===== config.mk =====
export PLATFORM = sky130hd
export DESIGN_NAME = microwave_timer_ctrl
export DESIGN_NICKNAME = d
export VERILOG_FILES = /design/src/rtl/microwave_pkg.sv /design/src/rtl/microwave_timer_ctrl_bcd_down_digit.sv /design/src/rtl/microwave_timer_ctrl.sv
export SDC_FILE = /design/constraint.sdc
export NUM_CORES = 1
export LEC_CHECK = 0
export BUFFER_PORTS_ARGS = -buffer_cell sky130_fd_sc_hd__buf_2
export CORE_MARGIN = 2
export CORE_UTILIZATION = 25
export CTS_CLUSTER_DIAMETER = 150
export CTS_CLUSTER_SIZE = 24
export DETAILED_ROUTE_END_ITERATION = 7
export PLACE_DENSITY = 0.46
export SETUP_SLACK_MARGIN = 0.1
export SLEW_MARGIN = 20
export SYNTH_ARGS = -nofsm -noshare
export SYNTH_HDL_FRONTEND = slang
export SYNTH_SLANG_ARGS = --single-unit

===== constraint.sdc =====
create_clock -name clk -period 4.5 [get_ports clk]
set_clock_uncertainty 0.2 [all_clocks]
set_input_delay 0.9 -clock clk [delete_from_list [all_inputs] [get_ports clk]]
set_output_delay 0.9 -clock clk [all_outputs]
set_load 0.05 [all_outputs]

===== src/rtl/microwave_pkg.sv =====
// Shared encodings and widths for the microwave timer controller.
package microwave_pkg;

  localparam int unsigned BCD_W   = 4;
  localparam int unsigned TENS_W  = 3;
  localparam int unsigned STATE_W = 3;
  localparam int unsigned MOD_TEN = 10;
  localparam int unsigned MOD_SIX = 6;

  typedef enum logic [STATE_W-1:0] {
    ST_IDLE    = 3'd0,
    ST_READY   = 3'd1,
    ST_COOKING = 3'd2,
    ST_PAUSED  = 3'd3,
    ST_DONE    = 3'd4
  } state_t;

endpackage


===== src/rtl/microwave_timer_ctrl_bcd_down_digit.sv =====
// One loadable modulo-MOD down-counting digit; borrows when decremented at zero.
module bcd_down_digit #(
  parameter int unsigned MOD   = 10,
  parameter int unsigned WIDTH = 4
) (
  input  logic             clk,
  input  logic             reset,
  input  logic             load,
  input  logic [WIDTH-1:0] load_val,
  input  logic             dec,
  output logic [WIDTH-1:0] count,
  output logic             borrow_out
);

  logic [WIDTH-1:0] count_q;
  logic [WIDTH-1:0] count_d;

  always_comb begin
    count_d = count_q;
    if (load) begin
      count_d = load_val;
    end else if (dec) begin
      count_d = (count_q == '0) ? WIDTH'(MOD - 1) : count_q - WIDTH'(1);
    end
  end

  always_ff @(posedge clk) begin
    if (reset) count_q <= '0;
    else       count_q <= count_d;
  end

  assign count      = count_q;
  assign borrow_out = dec && (count_q == '0);

endmodule


===== src/rtl/microwave_timer_ctrl.sv =====
// Microwave cook-timer FSM: keypad entry shifter, one-second prescaler and
// magnetron gating around a three-digit BCD countdown chain.
import microwave_pkg::*;

module microwave_timer_ctrl #(
  parameter int unsigned TICKS_PER_SEC = 100
) (
  input  logic                clk,
  input  logic                reset,
  input  logic [BCD_W-1:0]    digit,
  input  logic                digit_valid,
  input  logic                start,
  input  logic                stop_clr,
  input  logic                door_closed,
  output logic [BCD_W-1:0]    min_ones,
  output logic [TENS_W-1:0]   sec_tens,
  output logic [BCD_W-1:0]    sec_ones,
  output logic                mag_on,
  output logic                done,
  output logic [STATE_W-1:0]  state
);

  localparam int unsigned PRESC_W = (TICKS_PER_SEC > 2) ? $clog2(TICKS_PER_SEC) : 1;

  state_t             state_q, state_d;
  logic [PRESC_W-1:0] presc_q, presc_d;
  logic               mag_on_q, mag_on_d;
  logic               done_q, done_d;

  logic               tick_c, dec_c, clr_c, ent_c, load_c;
  logic               ones_borrow, tens_borrow, min_borrow;
  logic [TENS_W-1:0]  base_tens;
  logic [BCD_W-1:0]   base_ones;
  logic [BCD_W-1:0]   new_min, new_ones, ld_min, ld_ones;
  logic [TENS_W-1:0]  new_tens, ld_tens;
  logic               entry_ok, new_nz, time_is_one;

  assign tick_c = (presc_q == PRESC_W'(TICKS_PER_SEC - 1));
  // Door-open and stop_clr both outrank the tick, so they suppress the decrement.
  assign dec_c  = (state_q == ST_COOKING) && door_closed && !stop_clr && tick_c;

  // DONE behaves as if the display were cleared before the new digit shifts in.
  assign base_tens = (state_q == ST_DONE) ? '0 : sec_tens;
  assign base_ones = (state_q == ST_DONE) ? '0 : sec_ones;
  assign new_min   = BCD_W'(base_tens);
  assign new_tens  = TENS_W'(base_ones);
  assign new_ones  = digit;
  assign new_nz    = (new_min != '0) || (new_tens != '0) || (new_ones != '0);
  assign entry_ok  = digit_valid && (digit <= BCD_W'(9)) && (base_ones <= BCD_W'(5));

  assign time_is_one = (min_ones == '0) && (sec_tens == '0) && (sec_ones == BCD_W'(1));

  always_comb begin
    state_d = state_q;
    presc_d = presc_q;
    clr_c   = 1'b0;
    ent_c   = 1'b0;
    case (state_q)
      ST_IDLE: begin
        if (entry_ok) begin
          ent_c   = 1'b1;
          state_d = new_nz ? ST_READY : ST_IDLE;
        end
      end
      ST_READY: begin
        if (stop_clr) begin
          clr_c   = 1'b1;
          state_d = ST_IDLE;
          presc_d = '0;
        end else if (start && door_closed) begin
          state_d = ST_COOKING;
          presc_d = '0;
        end else if (entry_ok) begin
          ent_c   = 1'b1;
          state_d = new_nz ? ST_READY : ST_IDLE;
        end
      end
      ST_COOKING: begin
        if (!door_closed || stop_clr) begin
          state_d = ST_PAUSED;
        end else if (tick_c) begin
          presc_d = '0;
          // An underflow out of the top digit can only mean corrupted time; end the cook.
          if (time_is_one || min_borrow) state_d = ST_DONE;
        end else begin
          presc_d = presc_q + PRESC_W'(1);
        end
      end
      ST_PAUSED: begin
        if (stop_clr) begin
          clr_c   = 1'b1;
          state_d = ST_IDLE;
          presc_d = '0;
        end else if (start && door_closed) begin
          state_d = ST_COOKING;
        end
      end
      ST_DONE: begin
        if (stop_clr) begin
          clr_c   = 1'b1;
          state_d = ST_IDLE;
          presc_d = '0;
        end else if (entry_ok) begin
          ent_c   = 1'b1;
          state_d = new_nz ? ST_READY : ST_IDLE;
        end
      end
      default: begin
        clr_c   = 1'b1;
        state_d = ST_IDLE;
        presc_d = '0;
      end
    endcase
    mag_on_d = (state_d == ST_COOKING);
    done_d   = (state_d == ST_DONE);
  end

  assign load_c  = clr_c || ent_c;
  assign ld_min  = clr_c ? '0 : new_min;
  assign ld_tens = clr_c ? '0 : new_tens;
  assign ld_ones = clr_c ? '0 : new_ones;

  always_ff @(posedge clk) begin
    if (reset) begin
      state_q  <= ST_IDLE;
      presc_q  <= '0;
      mag_on_q <= 1'b0;
      done_q   <= 1'b0;
    end else begin
      state_q  <= state_d;
      presc_q  <= presc_d;
      mag_on_q <= mag_on_d;
      done_q   <= done_d;
    end
  end

  bcd_down_digit #(.MOD(MOD_TEN), .WIDTH(BCD_W)) u_sec_ones (
    .clk        (clk),
    .reset      (reset),
    .load       (load_c),
    .load_val   (ld_ones),
    .dec        (dec_c),
    .count      (sec_ones),
    .borrow_out (ones_borrow)
  );

  bcd_down_digit #(.MOD(MOD_SIX), .WIDTH(TENS_W)) u_sec_tens (
    .clk        (clk),
    .reset      (reset),
    .load       (load_c),
    .load_val   (ld_tens),
    .dec        (ones_borrow),
    .count      (sec_tens),
    .borrow_out (tens_borrow)
  );

  bcd_down_digit #(.MOD(MOD_TEN), .WIDTH(BCD_W)) u_min_ones (
    .clk        (clk),
    .reset      (reset),
    .load       (load_c),
    .load_val   (ld_min),
    .dec        (tens_borrow),
    .count      (min_ones),
    .borrow_out (min_borrow)
  );

  assign mag_on = mag_on_q;
  assign done   = done_q;
  assign state  = STATE_W'(state_q);

endmodule


==> flow_summary.ini, run 1 <==
[run_status]
status = complete, no violations

[sta]
fin_tns_setup_ps = 0
worst_pin_slew_ps = 604.7
fin_crit_ps = 2625
slew_headroom_pct = 59.50
post-route-period-util_pct = 58.32
setup_viol_count_final = 0
fmax_mhz = 381.0
drv_slew = 0
finalHoldViolCount = 0
rsz0062_at_grt = no

[layout]
final_area_sq_um = 1750
diodes = 0
fillerInstances = 676
layout.cells.non_filler = 283
seqCellArea_sq_um = 460.4
syn2layout_area_growth_pct = 13.46
drive_above_1_share_pct = 22.60
final_util_pct = 29.39
multi_input_area_sq_um = 1003
final_net_count = 220

[placement]
dp_cells = 279
dp_hpwl_um = 3099
placed_area_sq_um = 1705
io_buffers = 25
globalplace.congestion = 0.8778

[floorplan]
io_pins = 26
die_w_um = 82.56
num_rows = 28
die_y_um = 82.56
coreArea_sq_um = 5956
die_area_sq_um = 6815
initial_core_util_pct = 25.90

[setup_path]
worst_setup_path_end_kind = flop
worstPathCellList = buf_2, and4bb_2, a31oi_1, o31a_1, nor3_1, a22o_1
crit_family = compound AO/OA/AOI/OAI gates
worstPathArrival_ps = 2590
cp_max_fo = 10
worst-path-buf-inv = 1
start_kind = input pin
max_stage_delay_ps = 480
required_ps = 4460
crit_type = in2reg
crit_slowest_cell = o31a_1

[clock_network]
cts_tree = done
cts_root_buf = clkbuf_8
cts_buffer_depth = 2
clk_latency_ps = 270
postCtsSetupBuffers = 0
cts_resized = 0
hold_buffers = 0
clkSlewWorstSetupHoldPaths_ps = 90
cts-htree-levels = 1
cts_buffers = 3
clock_sinks = 23

[logic_synthesis]
synth_cell_types = 55
synth-adder-area-share_pct = 0.8110
synthesis.instances = 189
yosys_warnings = 0
synth_compound_area_share_pct = 24.66
synth_top_family_by_area = simple AND/OR/NAND/NOR gates
synth-seq-cells = 23
synth_nets = 200
yosys.area_share.simple_pct = 33.09
netlist_area_sq_um = 1543
synth_mux_area_share_pct = 1.379
post_synth.cell_area_avg_sq_um = 8.163
synthArstFlopShare_pct = 0
synthXorXnorAreaFrac_pct = 5.109
synth_edf_count = 0
ys_seq_area_share_pct = 29.85
yosys_most_used_dff = dfxtp_1

[global_routing]
antenna_found_initial = 0
grt_start_max_net_pins = 18
grt-ovfl-total = 0
grt_use_total_pct = 13.06
grt_pass1_vias = 1373
grt_first_pass_wirelength_um = 6844

[detailed_routing]
firstDrtPassIters = 5
drtIter0Drc = 73
via_count = 1483
drc = 0
ant_nets = 0
totalWireLength_um = 4156
wire_per_inst_um = 14.69
viasPerCell = 5.240

[power]
pwr_density_cell_nw_per_um2 = 323.8
power.internal_mw = 0.3415
p_clk_share_pct = 23.7
p_comb_share_pct = 32.3
power_switching_mw = 0.2254
leakage_nw = 0.6568
total_power_mw = 0.5669
irDropWorstVdd_uv = 118.4
seqPwrFrac_pct = 44.0
p_sw_share_pct = 39.76

[hold_path]
hp-class = reg2reg

[flow_run]
maxCapViolCount = 0
-- routing by layer --
metal / global-route usage, % / routed length [um] / vias to the layer above
li1: - / - / 737
met1: 18.29 / 2089 / 693
met2: 20.08 / 1801 / 46
met3: 2.065 / 197 / 7
met4: 4.918 / 68 / 0
met5: 0 / 0 / -
-- worst reg2reg max path, delay by kind of cell, from the launching register on --
family	cells	cell delay, ps
DFF	1	650
and+or+nand+nor	2	430
AOI/OAI and AO/OA	3	1210
-- state kept, by name, indices dropped and copies added (netlist names) --
signal            count
done                  1
mag_on                1
presc_q               7
state                 3
u_min_ones.count      4
u_sec_ones.count      4
u_sec_tens.count      3
-- path summary, 6_finish.rpt --
path                            from                                to  slack (ps)  cells past startpoint
max reg2reg      state[0]$_SDFF_PP0_  u_min_ones.count[1]$_SDFFE_PP0P_        1900                      5
min          presc_q[6]$_SDFFE_PP0P_           presc_q[6]$_SDFFE_PP0P_         330                      2
min reg2reg  presc_q[6]$_SDFFE_PP0P_           presc_q[6]$_SDFFE_PP0P_         330                      2
max                      digit_valid  u_min_ones.count[1]$_SDFFE_PP0P_        1880                      6
-- synth_stat cells, drive strengths merged, types with 4 or more instances --
| cell type | count | area [sq um] |
|---|---|---|
| dfxtp | 23 | 460.4 |
| nor2 | 21 | 78.83 |
| nand2 | 14 | 52.55 |
| a21oi | 13 | 65.06 |
| nor3 | 11 | 55.05 |
| xnor2 | 9 | 78.83 |
| o21ai | 7 | 35.03 |
| a211oi | 6 | 45.04 |
| inv | 6 | 22.52 |
| nand3 | 6 | 30.03 |
| clkbuf | 5 | 20.01 |
| buf | 4 | 27.52 |
| nand4 | 4 | 25.02 |
| nor4 | 4 | 55.05 |
-- final cells by class --
type                            instances  area share (%)
Multi-Input combinational cell        150           57.33
Timing Repair Buffer                   25           7.148
Inverter                                6           1.287
Tap cell                               75           5.361
Sequential cell                        23           26.30
Clock buffer                            4           2.573
-- kinds of logic (layout without fill, tap and decap cells) --
| group | count (synthesis) | after routing |
|---|---|---|
| AND/OR/NAND/NOR | 84 | 84 |
| AO/OA/AOI/OAI | 54 | 54 |
| flip-flops | 23 | 23 |
| buffers and inverters | 16 | 35 |
| XOR/XNOR | 9 | 9 |
| multiplexers | 2 | 2 |
| adder cells (fa/ha/maj) | 1 | 1 |
-- layout by cell type, fill, tap and decap left out, types with 2 or more instances in the layout --
| master | instances |
|---|---|
| clkbuf_8 | 3 |
| nand4_1 | 4 |
| o221a_2 | 2 |
| o21ai_0 | 7 |
| a21oi_1 | 13 |
| nand2_1 | 14 |
| xnor2_1 | 9 |
| nand3_1 | 6 |
| o21a_1 | 3 |
| nor4_4 | 2 |
| nor2b_1 | 3 |
| nand2b_1 | 3 |
| nor4_1 | 2 |
| a21o_1 | 2 |
| a22o_1 | 2 |
| nor3_1 | 11 |
| and4_2 | 2 |
| nor2_1 | 21 |
| or3_1 | 2 |
| a31oi_1 | 2 |
| buf_2 | 25 |
| and2_1 | 3 |
| inv_1 | 6 |
| o21bai_1 | 2 |
| dfxtp_1 | 23 |
| and4bb_2 | 2 |
| o22ai_1 | 2 |
| or2_2 | 2 |
| a21boi_0 | 2 |
| a22oi_1 | 2 |
| a211oi_1 | 6 |
-- metrics by stage --
stage	hold slack (ps)	setup slack, ps
6_report	332.9	1876
5_1_grt	374.4	1756
4_1_cts	339.6	1923
3_5_place_dp	314.9	1634
3_3_place_gp	302.3	1600
2_1_floorplan	276.8	1957
-- power by group through the flow --
stage / clock network [mW] / logic [mW] / registers (mW)
after CTS: 0.140 / 0.184 / 0.250
after floorplan: 0 / 0.115 / 0.280
after detailed placement: 0 / 0.183 / 0.255
after global placement: 0 / 0.184 / 0.255
after global routing: 0.149 / 0.200 / 0.253
final: 0.134 / 0.183 / 0.250
Power figures use the tool's default switching activity.
==> inputs of run 2 (changes only) <==
- PLACE_DENSITY: 0.46 -> 0.47
- clock period: 4.5 -> 2.2 ns (I/O delays scaled with it)
==> run 2 against run 1 <==
First-iteration DRC count decreased by 8.2%. Non-clock buffer count increased by 29. Cell area increased by 17%. Routed wire length increased by 6.8%. Critical path type is now reg2reg. Critical endpoint unchanged.
==> flow_summary.ini, run 2 (synthesized netlist as in run 1, its figures left out) <==
[setup_path]
r2r-start = presc_q[2]$_SDFFE_PP0P_
start_kind = flop
worst_setup_path_end_kind = flop
critPathLaunch = presc_q[2]$_SDFFE_PP0P_
critical_path_depth = 5
worstPathArrival_ps = 2090
critical_path.endpoint = u_min_ones.count[1]$_SDFFE_PP0P_
cp_max_fo = 4
rrSetupSlack_ps = 80
max_stage_delay_ps = 580
crit_family = simple AND/OR/NAND/NOR gates
required_ps = 2170
reg2reg_depth = 5
crit-reg2reg-capture = u_min_ones.count[1]$_SDFFE_PP0P_
worstPathCellList = or4b_4, nand4bb_4, nor3_4, mux2_4, a22o_1
crit_slowest_cell = or4b_4
worst-path-buf-inv = 0
crit_type = reg2reg

[layout]
final_util_pct = 34.26
top_register = presc_q
largest_reg_flops = 7
fillerInstances = 652
multi_input_area_sq_um = 1050
layout_common_cells = 28 x buf_4, 25 x buf_2, 21 x nor2_1, 14 x nand2_1
final_net_count = 249
final_area_sq_um = 2041
syn2layout_area_growth_pct = 32.28
final_common_cell = buf_4
drive_above_1_share_pct = 39.24
diodes = 0
seqCellArea_sq_um = 483.0

[clock_network]
clk_latency_ps = 270
cts_tree = done
cts_buffer_depth = 2
cts-htree-levels = 1
clock_sinks = 23
cts_buffers = 3
cts_root_buf = clkbuf_8
hold_buffers = 0
clkSlewWorstSetupHoldPaths_ps = 90

[detailed_routing]
viasPerCell = 4.978
totalWireLength_um = 4437
wire_per_inst_um = 14.22
via_count = 1553
ant_nets = 0
firstDrtPassIters = 4
drc = 0
drtIter0Drc = 67

[floorplan]
coreArea_sq_um = 5956
die_w_um = 82.56
num_rows = 28
die_y_um = 82.56
io_pins = 26
initial_core_util_pct = 25.90
die_area_sq_um = 6815

[run_status]
status = complete, no violations

[sta]
worst_pin_slew_ps = 400.0
drv_slew = 0
post-route-period-util_pct = 96.49
fmax_mhz = 471.1
slew_headroom_pct = 73.05
finalHoldViolCount = 0
hold_slack_ps = 306.7
fin_crit_ps = 2123
rsz0062_at_grt = yes
fin_ws_ps = 77.13
setup_viol_count_final = 0

[global_routing]
grt_pass1_vias = 1428
antenna_found_initial = 0
grt_start_max_net_pins = 16
grt-ovfl-total = 0
grt_use_total_pct = 13.60
grt_first_pass_wirelength_um = 7169

[placement]
dp_hpwl_um = 3264
io_buffers = 25
placed_area_sq_um = 1923
place_ws_ps = -5.650
globalplace.congestion = 0.7508

[power]
leakage_nw = 0.8203
pwr_density_cell_nw_per_um2 = 614.0
total_power_mw = 1.253
irDropWorstVdd_uv = 242.8

[flow_run]
maxCapViolCount = 0

[hold_path]
hp-class = reg2reg
[run 2: routing by layer]
metal / track usage (%) / up-vias / share of wire, %
met1: 20.59 / 729 / 52
li1: - / 797 / -
met3: 1.522 / 2 / 3.5
met5: 0 / - / 0
met4: 3.443 / 0 / 0.61
met2: 20.32 / 25 / 44
[run 2: layout make-up]
cell class,instances,area share [%]
Timing Repair Buffer,54,16.98
Clock buffer,4,2.207
Inverter,6,1.104
Sequential cell,23,23.67
Multi-Input combinational cell,150,51.44
Tap cell,75,4.598
[run 2: worst register-to-register path, stage by stage, from the launching register on]
cell	delay [ps]
dfxtp_1	320
or4b_4	580
nand4bb_4	250
nor3_4	190
mux2_4	320
a22o_1	170
[run 2: how the worst min path moves through the flow]
stage | start | end | slack [ps] | cells after the start
global placement | u_sec_ones.count[1]$_SDFFE_PP0P_ | u_sec_ones.count[1]$_SDFFE_PP0P_ | 300 | 2
detailed placement | u_sec_ones.count[1]$_SDFFE_PP0P_ | u_sec_ones.count[1]$_SDFFE_PP0P_ | 300 | 2
global route | u_sec_ones.count[1]$_SDFFE_PP0P_ | u_sec_ones.count[1]$_SDFFE_PP0P_ | 340 | 2
floorplan | presc_q[6]$_SDFFE_PP0P_ | presc_q[6]$_SDFFE_PP0P_ | 280 | 2
finish | u_sec_ones.count[1]$_SDFFE_PP0P_ | u_sec_ones.count[1]$_SDFFE_PP0P_ | 310 | 2
CTS | u_sec_ones.count[1]$_SDFFE_PP0P_ | u_sec_ones.count[1]$_SDFFE_PP0P_ | 310 | 2
[run 2: per-stage QoR]
stage	TNS, ps	std cells
final	0	312
after global routing	0	312
after CTS	0	311
after detailed placement	-5.650	305
after global placement	0	305
after floorplan	0	189
[run 2: timing repair]
| item | 4_1_cts | 5_1_grt |
|---|---|---|
| buffers inserted | 2 | 1 |
| resized for setup | 3 | 9 |
| pin swaps | 1 | 3 |
| setup endpoints to repair | 2 | 13 |
[run 2: power breakdown]
group,internal (mW),leakage (nW),switching [mW]
sequential,0.447,0.193,0.0563
clock,0.129,0.0228,0.144
combinational,0.193,0.605,0.284
total,0.769,0.820,0.484
==> inputs of run 3 (changes only) <==
- CORE_UTILIZATION: 25 -> 26
- PLACE_DENSITY: 0.47 -> 0.49
==> run 3 against run 2 <==
Routed wire length increased by 1.8%. Global-route usage rose by 0.84 points. Via count grew 2.6%. Cell area up 3.2%. Final cell count increased by 1.9%. Count of clock-buffer cells in the layout fell by 1. Critical endpoint unchanged. Sequential power shrank 2%. Worst hold slack improved by 29 ps. Power is 1.6% higher.
==> flow_summary.ini, run 3 (synthesized netlist as in run 1, its figures left out) <==
[run_status]
status = complete, no violations

[placement]
globalplace.congestion = 0.7595
io_buffers = 25
dp_hpwl_um = 3365
place_ws_ps = 13.89

[layout]
final_net_count = 255
syn2layout_area_growth_pct = 36.58
drive_above_1_share_pct = 43.21
top_register = presc_q
final_util_pct = 36.23
final_common_cell = buf_4
diodes = 0
layout_common_cells = 34 x buf_4, 25 x buf_2, 21 x nor2_1, 14 x nand2_1, 13 x a21oi_1
fillerInstances = 650
largest_reg_flops = 7

[clock_network]
cts_root_buf = clkbuf_8
clock_sinks = 23
cts_buffers = 3
cts-htree-levels = 1
hold_buffers = 0
clkSlewWorstSetupHoldPaths_ps = 90
clk_latency_ps = 270
cts_buffer_depth = 2
cts_tree = done

[sta]
fmax_mhz = 473.5
finalHoldViolCount = 0
slew_headroom_pct = 67.62
fin_crit_ps = 2112
fin_tns_setup_ps = 0
rsz0062_at_grt = yes
worst_pin_slew_ps = 480.6
drv_slew = 0
setup_viol_count_final = 0
post-route-period-util_pct = 96.00
fin_ws_ps = 87.98

[detailed_routing]
drc = 0
firstDrtPassIters = 4
ant_nets = 0
drtIter0Drc = 92
wire_per_inst_um = 14.20
totalWireLength_um = 4515
via_count = 1594
viasPerCell = 5.013

[setup_path]
r2r-start = presc_q[2]$_SDFFE_PP0P_
start_kind = flop
reg2reg_depth = 5
required_ps = 2170
crit-reg2reg-capture = u_min_ones.count[1]$_SDFFE_PP0P_
cp_max_fo = 4
rrSetupSlack_ps = 90
worstPathArrival_ps = 2080
worst_setup_path_end_kind = flop
crit_type = reg2reg

[power]
pwr_density_cell_nw_per_um2 = 604.3
leakage_nw = 0.8574
irDropWorstVdd_uv = 221.9

[floorplan]
die_w_um = 81.03
num_rows = 28
die_y_um = 81.03
io_pins = 26
die_area_sq_um = 6566
coreArea_sq_um = 5816
initial_core_util_pct = 26.53

[hold_path]
hp-class = reg2reg
holdPathStages = 1
min_to = u_min_ones.count[1]$_SDFFE_PP0P_
min_from = u_sec_tens.count[1]$_SDFFE_PP0P_

[global_routing]
grt_use_total_pct = 14.44
grt_first_pass_wirelength_um = 7438
grt_pass1_vias = 1522
grt-ovfl-total = 0
grt_start_max_net_pins = 18
antenna_found_initial = 0

[flow_run]
maxCapViolCount = 0
-- run 3: cell type report --
type                            instances  area (sq um)  share of cell area (%)
Inverter                                6         22.52                   1.069
Multi-Input combinational cell        150          1070                   50.77
Clock buffer                            3         41.29                   1.960
Tap cell                               75         93.84                   4.454
Clock inverter                          1         5.005                  0.2375
Timing Repair Buffer                   60         391.6                   18.59
Sequential cell                        23         483.0                   22.92
-- run 3: what timing repair did --
| item | CTS | global route |
|---|---|---|
| setup buffers | 2 | 4 |
| pin swaps | 2 | 2 |
| setup endpoints to repair | 4 | 18 |
| gates resized for setup | 4 | 13 |
-- run 3: report_power, final --
group	internal, mW	switching [mW]	total, mW
Combinational	0.200	0.303	0.504
Clock	0.127	0.152	0.278
Sequential	0.447	0.0438	0.491
-- run 3: how the worst max path moves through the flow --
stage,startpoint,end,slack [ps],depth (start not counted)
finish,presc_q[2]$_SDFFE_PP0P_,u_min_ones.count[1]$_SDFFE_PP0P_,90,5
CTS,presc_q[2]$_SDFFE_PP0P_,u_min_ones.count[1]$_SDFFE_PP0P_,60,5
global placement,presc_q[2]$_SDFFE_PP0P_,u_min_ones.count[1]$_SDFFE_PP0P_,30,5
global route,presc_q[2]$_SDFFE_PP0P_,done$_SDFF_PP0_,50,7
floorplan,presc_q[2]$_SDFFE_PP0P_,u_min_ones.count[1]$_SDFFE_PP0P_,8,5
detailed placement,presc_q[2]$_SDFFE_PP0P_,u_min_ones.count[1]$_SDFFE_PP0P_,10,5
-- run 3: metrics by stage --
| step | std cells | area (sq um) | power (mW) | hold slack [ps] |
|---|---|---|---|---|
| CTS | 314 | 2023 | 1.265 | 339.2 |
| floorplan | 189 | 1567 | 0.8134 | 276.8 |
| global placement | 308 | 1946 | 0.9768 | 301.4 |
| global route | 318 | 2107 | 1.351 | 352.9 |
| detailed placement | 308 | 1946 | 0.9755 | 316.9 |
| finish | 318 | 2107 | 1.273 | 335.8 |
-- run 3: metal layers --
layer  wire [um]  GRT usage (%)  part of all wire [%]  vias to the layer above
li1            -              -                     -                      807
met1        2228          19.73                    49                      739
met2        2004          22.73                    44                       41
met3         203          2.444                   4.5                        7
met4          78          5.424                   1.7                        0
met5           0              0                     0                        -
-- run 3: worst max-delay path, stage by stage, from the launching register on --
cell and delay [ps]:
dfxtp_2 340, or4b_4 570, nand4bb_4 250, nor3_4 170, mux2_4 310, a22o_1 170
